### config.mk
export PLATFORM = sky130hd
export DESIGN_NAME = cp0_regs
export DESIGN_NICKNAME = d
export VERILOG_FILES = /design/src/rtl/cp0_defs_pkg.sv /design/src/rtl/cp0_count_timer.sv /design/src/rtl/cp0_regs.sv
export SDC_FILE = /design/constraint.sdc
export NUM_CORES = 1
export LEC_CHECK = 0
export ABC_AREA = 0
export CELL_PAD_IN_SITES_DETAIL_PLACEMENT = 0
export CELL_PAD_IN_SITES_GLOBAL_PLACEMENT = 1
export CORE_UTILIZATION = 29
export DETAILED_ROUTE_END_ITERATION = 7
export MAX_ROUTING_LAYER = met4
export PLACE_DENSITY_LB_ADDON = 0.1
export SYNTH_ARGS = -nofsm -noshare
export SYNTH_HDL_FRONTEND = slang
export SYNTH_SLANG_ARGS = --single-unit
### constraint.sdc
create_clock -name clk -period 2.6 [get_ports clk]
set_input_delay 0.52 -clock clk [delete_from_list [all_inputs] [get_ports clk]]
set_output_delay 0.52 -clock clk [all_outputs]
set_load 0.05 [all_outputs]
### src/rtl/cp0_defs_pkg.sv
// Shared constants for the CP0 register file: register numbers, exception type codes,
// ExcCode values and MTC0 write masks.
package cp0_defs;

  localparam logic [4:0] REG_BADVADDR = 5'd8;
  localparam logic [4:0] REG_COUNT    = 5'd9;
  localparam logic [4:0] REG_COMPARE  = 5'd11;
  localparam logic [4:0] REG_STATUS   = 5'd12;
  localparam logic [4:0] REG_CAUSE    = 5'd13;
  localparam logic [4:0] REG_EPC      = 5'd14;

  localparam logic [31:0] EXC_INT  = 32'h0000_0001;
  localparam logic [31:0] EXC_ADEL = 32'h0000_0004;
  localparam logic [31:0] EXC_ADES = 32'h0000_0005;
  localparam logic [31:0] EXC_SYS  = 32'h0000_0008;
  localparam logic [31:0] EXC_BP   = 32'h0000_0009;
  localparam logic [31:0] EXC_RI   = 32'h0000_000a;
  localparam logic [31:0] EXC_OV   = 32'h0000_000c;
  localparam logic [31:0] EXC_ERET = 32'h0000_000e;

  localparam logic [4:0] EXCCODE_INT  = 5'h00;
  localparam logic [4:0] EXCCODE_ADEL = 5'h04;
  localparam logic [4:0] EXCCODE_ADES = 5'h05;
  localparam logic [4:0] EXCCODE_SYS  = 5'h08;
  localparam logic [4:0] EXCCODE_BP   = 5'h09;
  localparam logic [4:0] EXCCODE_RI   = 5'h0a;
  localparam logic [4:0] EXCCODE_OV   = 5'h0c;

  localparam logic [31:0] STATUS_WMASK = 32'h0000_ff03;
  localparam logic [31:0] CAUSE_WMASK  = 32'h0000_0300;

  typedef struct packed {
    logic       valid;
    logic [4:0] code;
  } exc_dec_t;

  // Maps an encoder type code to its ExcCode; ERET and unknown codes are not "valid" here.
  function automatic exc_dec_t decode_exc(input logic [31:0] t);
    exc_dec_t d;
    d.valid = 1'b1;
    d.code  = EXCCODE_INT;
    case (t)
      EXC_INT:  d.code = EXCCODE_INT;
      EXC_ADEL: d.code = EXCCODE_ADEL;
      EXC_ADES: d.code = EXCCODE_ADES;
      EXC_SYS:  d.code = EXCCODE_SYS;
      EXC_BP:   d.code = EXCCODE_BP;
      EXC_RI:   d.code = EXCCODE_RI;
      EXC_OV:   d.code = EXCCODE_OV;
      default:  d.valid = 1'b0;
    endcase
    return d;
  endfunction

endpackage

### src/rtl/cp0_count_timer.sv
// Count register with prescaler and the Count==Compare timer interrupt latch.
module cp0_count_timer #(
  parameter int CNT_DIV = 2
) (
  input  logic        clk,
  input  logic        rst,
  input  logic        count_we,
  input  logic        compare_we,
  input  logic [31:0] wdata,
  input  logic [31:0] compare,
  output logic [31:0] count,
  output logic        timer_int
);

  localparam int DW = (CNT_DIV > 1) ? $clog2(CNT_DIV) : 1;

  logic [DW-1:0] div_q;
  logic          tick;

  assign tick = (div_q == DW'(CNT_DIV - 1));

  always_ff @(posedge clk) begin
    if (rst) begin
      div_q     <= '0;
      count     <= '0;
      timer_int <= 1'b0;
    end else begin
      if (count_we) begin
        count <= wdata;
        div_q <= '0;
      end else if (tick) begin
        count <= count + 32'd1;
        div_q <= '0;
      end else begin
        div_q <= div_q + 1'b1;
      end

      // A Compare write both acknowledges the interrupt and masks a match in that cycle.
      if (compare_we)
        timer_int <= 1'b0;
      else if (count == compare && compare != 32'd0)
        timer_int <= 1'b1;
    end
  end

endmodule

### src/rtl/cp0_regs.sv
// MIPS coprocessor-0 register file: exception state capture, MTC0/MFC0, Count/Compare timer.
module cp0_regs
  import cp0_defs::*;
#(
  parameter int          CNT_DIV    = 2,
  parameter logic [31:0] STATUS_RST = 32'h0040_0000
) (
  input  logic        clk,
  input  logic        rst,
  input  logic        we_i,
  input  logic [4:0]  waddr_i,
  input  logic [4:0]  raddr_i,
  input  logic [31:0] data_i,
  input  logic [5:0]  int_i,
  input  logic [31:0] except_type_i,
  input  logic [31:0] current_inst_addr_i,
  input  logic        is_in_delayslot_i,
  input  logic [31:0] bad_addr_i,
  output logic [31:0] data_o,
  output logic [31:0] count_o,
  output logic [31:0] compare_o,
  output logic [31:0] status_o,
  output logic [31:0] cause_o,
  output logic [31:0] epc_o,
  output logic [31:0] badvaddr_o,
  output logic        timer_int_o
);

  logic [31:0] status_d, cause_d, epc_d, badv_d, compare_d;
  logic [31:0] wr_val, rd_cur;
  logic        count_we, compare_we, exc_present;
  exc_dec_t    exc;

  assign count_we    = we_i && (waddr_i == REG_COUNT);
  assign compare_we  = we_i && (waddr_i == REG_COMPARE);
  assign exc_present = (except_type_i != 32'd0);
  assign exc         = decode_exc(except_type_i);

  cp0_count_timer #(.CNT_DIV(CNT_DIV)) u_timer (
    .clk        (clk),
    .rst        (rst),
    .count_we   (count_we),
    .compare_we (compare_we),
    .wdata      (data_i),
    .compare    (compare_o),
    .count      (count_o),
    .timer_int  (timer_int_o)
  );

  // MTC0 is applied first; exception updates below overwrite the fields they own.
  always_comb begin
    status_d  = status_o;
    cause_d   = cause_o;
    epc_d     = epc_o;
    badv_d    = badvaddr_o;
    compare_d = compare_o;

    if (we_i) begin
      case (waddr_i)
        REG_COMPARE: compare_d = data_i;
        REG_STATUS:  status_d  = (status_o & ~STATUS_WMASK) | (data_i & STATUS_WMASK);
        REG_CAUSE:   cause_d   = (cause_o & ~CAUSE_WMASK) | (data_i & CAUSE_WMASK);
        REG_EPC:     epc_d     = data_i;
        default:     ;
      endcase
    end

    cause_d[15:10] = {int_i[5] | timer_int_o, int_i[4:0]};
    cause_d[30]    = timer_int_o;

    if (exc.valid) begin
      cause_d[6:2] = exc.code;
      status_d[1]  = 1'b1;
      if (!status_o[1]) begin
        epc_d       = is_in_delayslot_i ? current_inst_addr_i - 32'd4 : current_inst_addr_i;
        cause_d[31] = is_in_delayslot_i;
      end
      if (except_type_i == EXC_ADEL || except_type_i == EXC_ADES)
        badv_d = bad_addr_i;
    end else if (except_type_i == EXC_ERET) begin
      status_d[1] = 1'b0;
    end
  end

  always_ff @(posedge clk) begin
    if (rst) begin
      status_o   <= STATUS_RST;
      cause_o    <= '0;
      epc_o      <= '0;
      badvaddr_o <= '0;
      compare_o  <= '0;
    end else begin
      status_o   <= status_d;
      cause_o    <= cause_d;
      epc_o      <= epc_d;
      badvaddr_o <= badv_d;
      compare_o  <= compare_d;
    end
  end

  always_comb begin
    rd_cur = '0;
    case (raddr_i)
      REG_BADVADDR: rd_cur = badvaddr_o;
      REG_COUNT:    rd_cur = count_o;
      REG_COMPARE:  rd_cur = compare_o;
      REG_STATUS:   rd_cur = status_o;
      REG_CAUSE:    rd_cur = cause_o;
      REG_EPC:      rd_cur = epc_o;
      default:      rd_cur = '0;
    endcase
  end

  // Value a register would hold if only the pending MTC0 were applied.
  always_comb begin
    wr_val = '0;
    case (waddr_i)
      REG_BADVADDR: wr_val = badvaddr_o;
      REG_COUNT:    wr_val = data_i;
      REG_COMPARE:  wr_val = data_i;
      REG_STATUS:   wr_val = (status_o & ~STATUS_WMASK) | (data_i & STATUS_WMASK);
      REG_CAUSE:    wr_val = (cause_o & ~CAUSE_WMASK) | (data_i & CAUSE_WMASK);
      REG_EPC:      wr_val = data_i;
      default:      wr_val = '0;
    endcase
  end

  assign data_o = (we_i && waddr_i == raddr_i && !exc_present) ? wr_val : rd_cur;

endmodule

# After elaboration in Yosys (flattened, before gate mapping)
# Index checks and enable logic that the tools add are counted.
# Widths: inputs -> output; s select.
# word_totals
inputBits	148
wordCells	84
output_inout_bits	225
regBits	194
# classes
n_eq_ne	22
reduce_logical	24
add_sub_neg	3
mux	21
bitwise_logic	3
# ops
cell	count
$mux 32	10
$pmux 32 s6	1
$eq 32x4->1 const B	5
$pmux 32 s4	1
$eq 32x3->1 const B	2
$reduce_bool 32->1	2
$eq 5x4->1 const B	12
$add 32x1->32 const B	1
$eq 32x1->1 const B	1
$eq 32x32->1	1
$or 32x10->32	1
$or 32x16->32	1
$sub 32x3->32 const B	1
$pmux 4 s6	1
$reduce_and 2->1	6
$reduce_or 7->1	1
$reduce_bool 2->1	3
$reduce_bool 3->1	2
$reduce_or 3->1	2
$eq 5x5->1	1
$logic_and 1x1->1	5
$mux 1	5
$mux 5	1
$mux 2	2
5 further kinds	5

# Logic depth before layout (Yosys ltp)
# logic_depth
ltp_word	5
ltp_mapped	8
depth_no_buf	7

# Modules after synthesis
# Synthesis repeated with hierarchy kept, for this count alone.
# hier_totals
hier_cells	1186
hier_area_um2	9504.1
# by_module_without_submodules
module	cells_each	area_per_inst_um2	instances
cp0_regs	915	7244.4	1
cp0_count_timer	271	2259.7	1

# Least setup slack after synthesis
# No wires, ideal clock.
# synth_path
path_type	input to output
startpoint	in except_type_i[6]
endpoint	out data_o[0]
path_slack_ns	-0.690
path_buffers	1
t_arrival_ns	2.770
cell_stages	6
required_time_ns	2.080
path_cell_list	nor4_2 > nand4_2 > or2_1 > nor4_4 > buf_4 > mux2i_1
# synth_via
elab_chain_len	4
# synth_lines
element	line	rtl
start, declared	cp0_regs.sv:15	input logic [31:0] except_type_i,
$reduce_bool 32->1	cp0_regs.sv:36	assign exc_present = (except_type_i != 32'd0);
$logic_not 1->1	cp0_regs.sv:128	assign data_o = (we_i && waddr_i == raddr_i && !exc_present) ? wr_val : rd_cur;
$logic_and 1x1->1	cp0_regs.sv:128	
$mux 32	cp0_regs.sv:128	
end, declared	cp0_regs.sv:19	output logic [31:0] data_o,
# No other way between the ends.

# Worst setup path in the final report
# layout_path
startpoint	in except_type_i[17]
endpoint	out data_o[11]
# The elaborated chain is that of the path after synthesis.

==> key figures <==
Status
  – Status: finished with violations
  – Failing checks: setup timing

Clock tree
  – Clock-pin slew on the worst setup and hold paths: approximately 0.070 ns
  – CTS Buf Count: 17
  – CTS tree: yes
  – Clk buf depth: 2
  – Worst-Skew Late Latency: about 0.43 ns
  – Max H-tree Level: 4
  – CTS Root Cell: clkbuf_16
  – Clock sink total: 154
  – Hold_buf cts: 0

Timing
  – Post-route worst setup slack: -0.350 ns
  – RSZ-0062 raised after global routing: yes
  – Worst Tran Pin Value: 0.691 ns
  – Max-slew headroom: 53.9%
  – Max Fclk: approximately 0.34 GHz
  – Final-report hold violation count: 0
  – Clock skew: between 0.01 and 0.015 ns
  – Max Slew Vio Count: 0
  – Final worst path period share: 113%
  – Setup Viol. Count Final: 32
  – Final min period: 2.95 ns

Detailed routing
  – # DRC: 0
  – Met2 wire length: 20,800 um
  – Routed len/inst: between 20 and 25 um
  – Top Metal Used: met4
  – Final wirelength: between 40,000 and 50,000 um
  – 1st-pass router iterations: 6
  – DR vias/cell: between 5 and 6
  – Antenna-violating nets left: 0
  – Detailed Route Iter0 Violations: between 1,000 and 1,500
  – WL met3: slightly below 4000 um
  – Met1 Wirelength: ~23,000 um
  – Total number of vias: ~11,000

Placement
  – Dpl cells: between 2,000 and 2,500
  – Routability Congestion: between 0.9 and 1
  – DP HPWL: between 30,000 and 40,000 um
  – PortBufs: approximately 330
  – Placed instance area: approximately 0.016 mm^2

Layout
  – P&R area growth vs syn: 71.7%
  – Layout Nets: roughly 1,800
  – Share of cells above drive strength 1: 25.2%
  – Fillcell total: ~3,100
  – Final cell count without fillers: roughly 2,100
  – Post-route cell area: 0.0164 mm^2
  – Util after Layout: 50.6%

Die
  – Die area: around 0.034 mm^2
  – Placeable Area: around 0.032 mm^2
  – Die H: ~180 um
  – Initial Util: 29.5%
  – IO Pins: 373
  – Die width: between 150 and 200 um
  – Rows: 66

GRT
  – Gr ovfl total: 0
  – Largest net degree at the start of global routing: 66
  – Total track usage: between 20% and 30%
  – Initial antenna violation count: 4
  – First-pass GRT wire length: just under 70,000 um
  – Vias in the first global route: 10,400

Power and ir drop
  – Cell area power density: between 300 and 400 mW/mm^2
  – Gate power share: 18.2%
  – Max VDD drop: between 0.4 and 0.5 mV
  – Net Sw Power: 1.91 mW
  – Pwr Total: about 6.1 mW
  – Part of the power in the clock network: between 40 and 50%
  – Leak: ~6 nW
  – Reg power frac: between 30 and 40%
  – Int Power: roughly 4.2 mW
  – Sw Share: 31.2%

Synthesis
  – Distinct cells, synth: 56
  – Synth Warn #: 0
  – Area share of the largest cell type after synthesis: about 32%
  – Async SR Flop Fraction: 0%
  – FF+latch count, synth: 154
  – Syn avg cell area: 8.43 um^2
  – Register area share after synthesis: 32.2%
  – Post-Syn Instances: roughly 1,100
  – Largest area contributor in the netlist: dfxtp_1
  – Number of enable flip-flop cells after synthesis: 0
  – Syn Std Cell Area: between 0.009 and 0.01 mm^2
  – Post-synth top flop: dfxtp_1
  – Largest cells by area after synthesis: dfxtp_1, mux2i_1, nor2_1

Worst hold path
  – Worst min-delay path category: flop to flop

Critical path
  – Crit path kind: input port to output port
  – Worst setup SP type: input port
  – CP endpoint kind: output port
  – Critical Path RT: about 2.1 ns
  – Crit path max fanout: 7
  – Crit path DAT: 2.43 ns

Job
  – MaxCap Viol Count: 0
synthesized netlist by cell type (20+ instances only):
cell type	number
a21oi_1	65
nand4_1	24
buf_4	46
nand2_1	111
clkbuf_1	54
nor4_1	28
mux2i_1	128
nor3_1	25
nand3_1	20
buf_2	21
a221oi_1	35
nor2_1	127
a211oi_1	39
xor2_1	44
xnor2_1	48
dfxtp_1	154
stage by stage:
step	hold WS, ns	TNS, ns	setup slack, ns
after floorplan	0.556	-12.39	-0.399
after global placement	0.461	-37.89	-0.822
after detailed placement	0.465	-40.73	-0.847
after CTS	0.477	-10.17	-0.346
after global routing	0.506	-12.78	-0.444
final	0.479	-9.81	-0.350
final timing paths:
kind	cells past startpoint	slack [ns]	end	startpoint
max	9	-0.35	data_o[11]	except_type_i[17]
min	2	0.48	status_o[9]$_SDFFE_PP0P_	status_o[9]$_SDFFE_PP0P_
max reg2reg	5	0.40	u_timer.count[28]$_SDFFE_PP0P_	u_timer.count[13]$_SDFFE_PP0P_
min reg2reg	2	0.48	status_o[9]$_SDFFE_PP0P_	status_o[9]$_SDFFE_PP0P_
timing repair:
action                                  4_1_cts  5_1_grt
gates resized for setup                     128       49
buffers inserted                              8        1
cloned                                        1        4
pin swaps                                    17       14
endpoints found under the setup margin       35       67
metal layers:
| layer | GRT usage, % | vias to the layer above |
|---|---|---|
| li1 | - | 5082 |
| met1 | 41.1 | 5208 |
| met2 | 41.6 | 483 |
| met3 | 5.59 | 53 |
| met4 | 8.07 | 0 |
| met5 | - | - |
cells in the final DEF (no fill, tap or decap), drive strengths merged, types with 3 or more instances in the layout:
master and n:
o2bb2ai 9, clkdlybuf4s50 259, inv 19, nand2 111
a21oi 65, xnor2 48, conb 40, or3 7
nor2b 9, and3 4, or2 3, nor3b 4
diode 4, nor2 127, a221o 8, a21o 11
clkinv 4, clkbuf 30, a22oi 19, a222oi 12
mux2 4, dlygate4sd2 5, dfxtp 154, a221oi 35
nand4b 3, nor3 25, nand3 20, or4 4
mux2i 128, a211oi 49, buf 285, clkdlybuf4s15 7
and2 3, nand4 25, xor2 44, o21ai 4
and4 8, nor4 35
flip-flops by register name (all words and copies together) (netlist names):
register           count
compare_o             32
u_timer.count         32
status_o              10
cause_o               14
u_timer.div_q          1
u_timer.timer_int      1
epc_o                 32
badvaddr_o            32
final cells by class:
cell class | count | area (um^2) | share of cell area, %
Inverter | 10 | 37.5 | 0.229
Timing Repair Buffer | 569 | 5610 | 34.2
Tap cell | 442 | 553 | 3.37
Antenna cell | 4 | 10.0 | 0.0610
Sequential cell | 154 | 3080 | 18.8
Clock buffer | 17 | 425 | 2.59
Multi-Input combinational cell | 884 | 6550 | 39.9
Clock inverter | 15 | 151 | 0.922
power groups by stage:
stage          combinational (mW)  sequential (mW)  clock [mW]
2_1_floorplan               0.430             2.56           0
3_3_place_gp                 1.10             2.48           0
3_5_place_dp                 1.10             2.48           0
4_1_cts                      1.10             2.42        2.61
5_1_grt                      1.17             2.43        2.73
6_report                     1.11             2.42        2.58
critical path, stage by stage:
cell and delay [ns]:
buf_6 0.10, nor4_4 0.28, nand4_2 0.15, or2_4 0.30, nor4_4 0.25, buf_6 0.21
buf_12 0.18, mux2i_4 0.27, buf_12 0.16
kinds of logic after synthesis:
group | synth area share (%)
buf+inv | 7.46
xor+xnor | 8.43
compound gates | 17.3
fa+ha+maj | 0.262
mux | 13.9
flops | 32.2
other cells | 0.0785
simple gates | 20.3
Power figures use the tool's default switching activity.
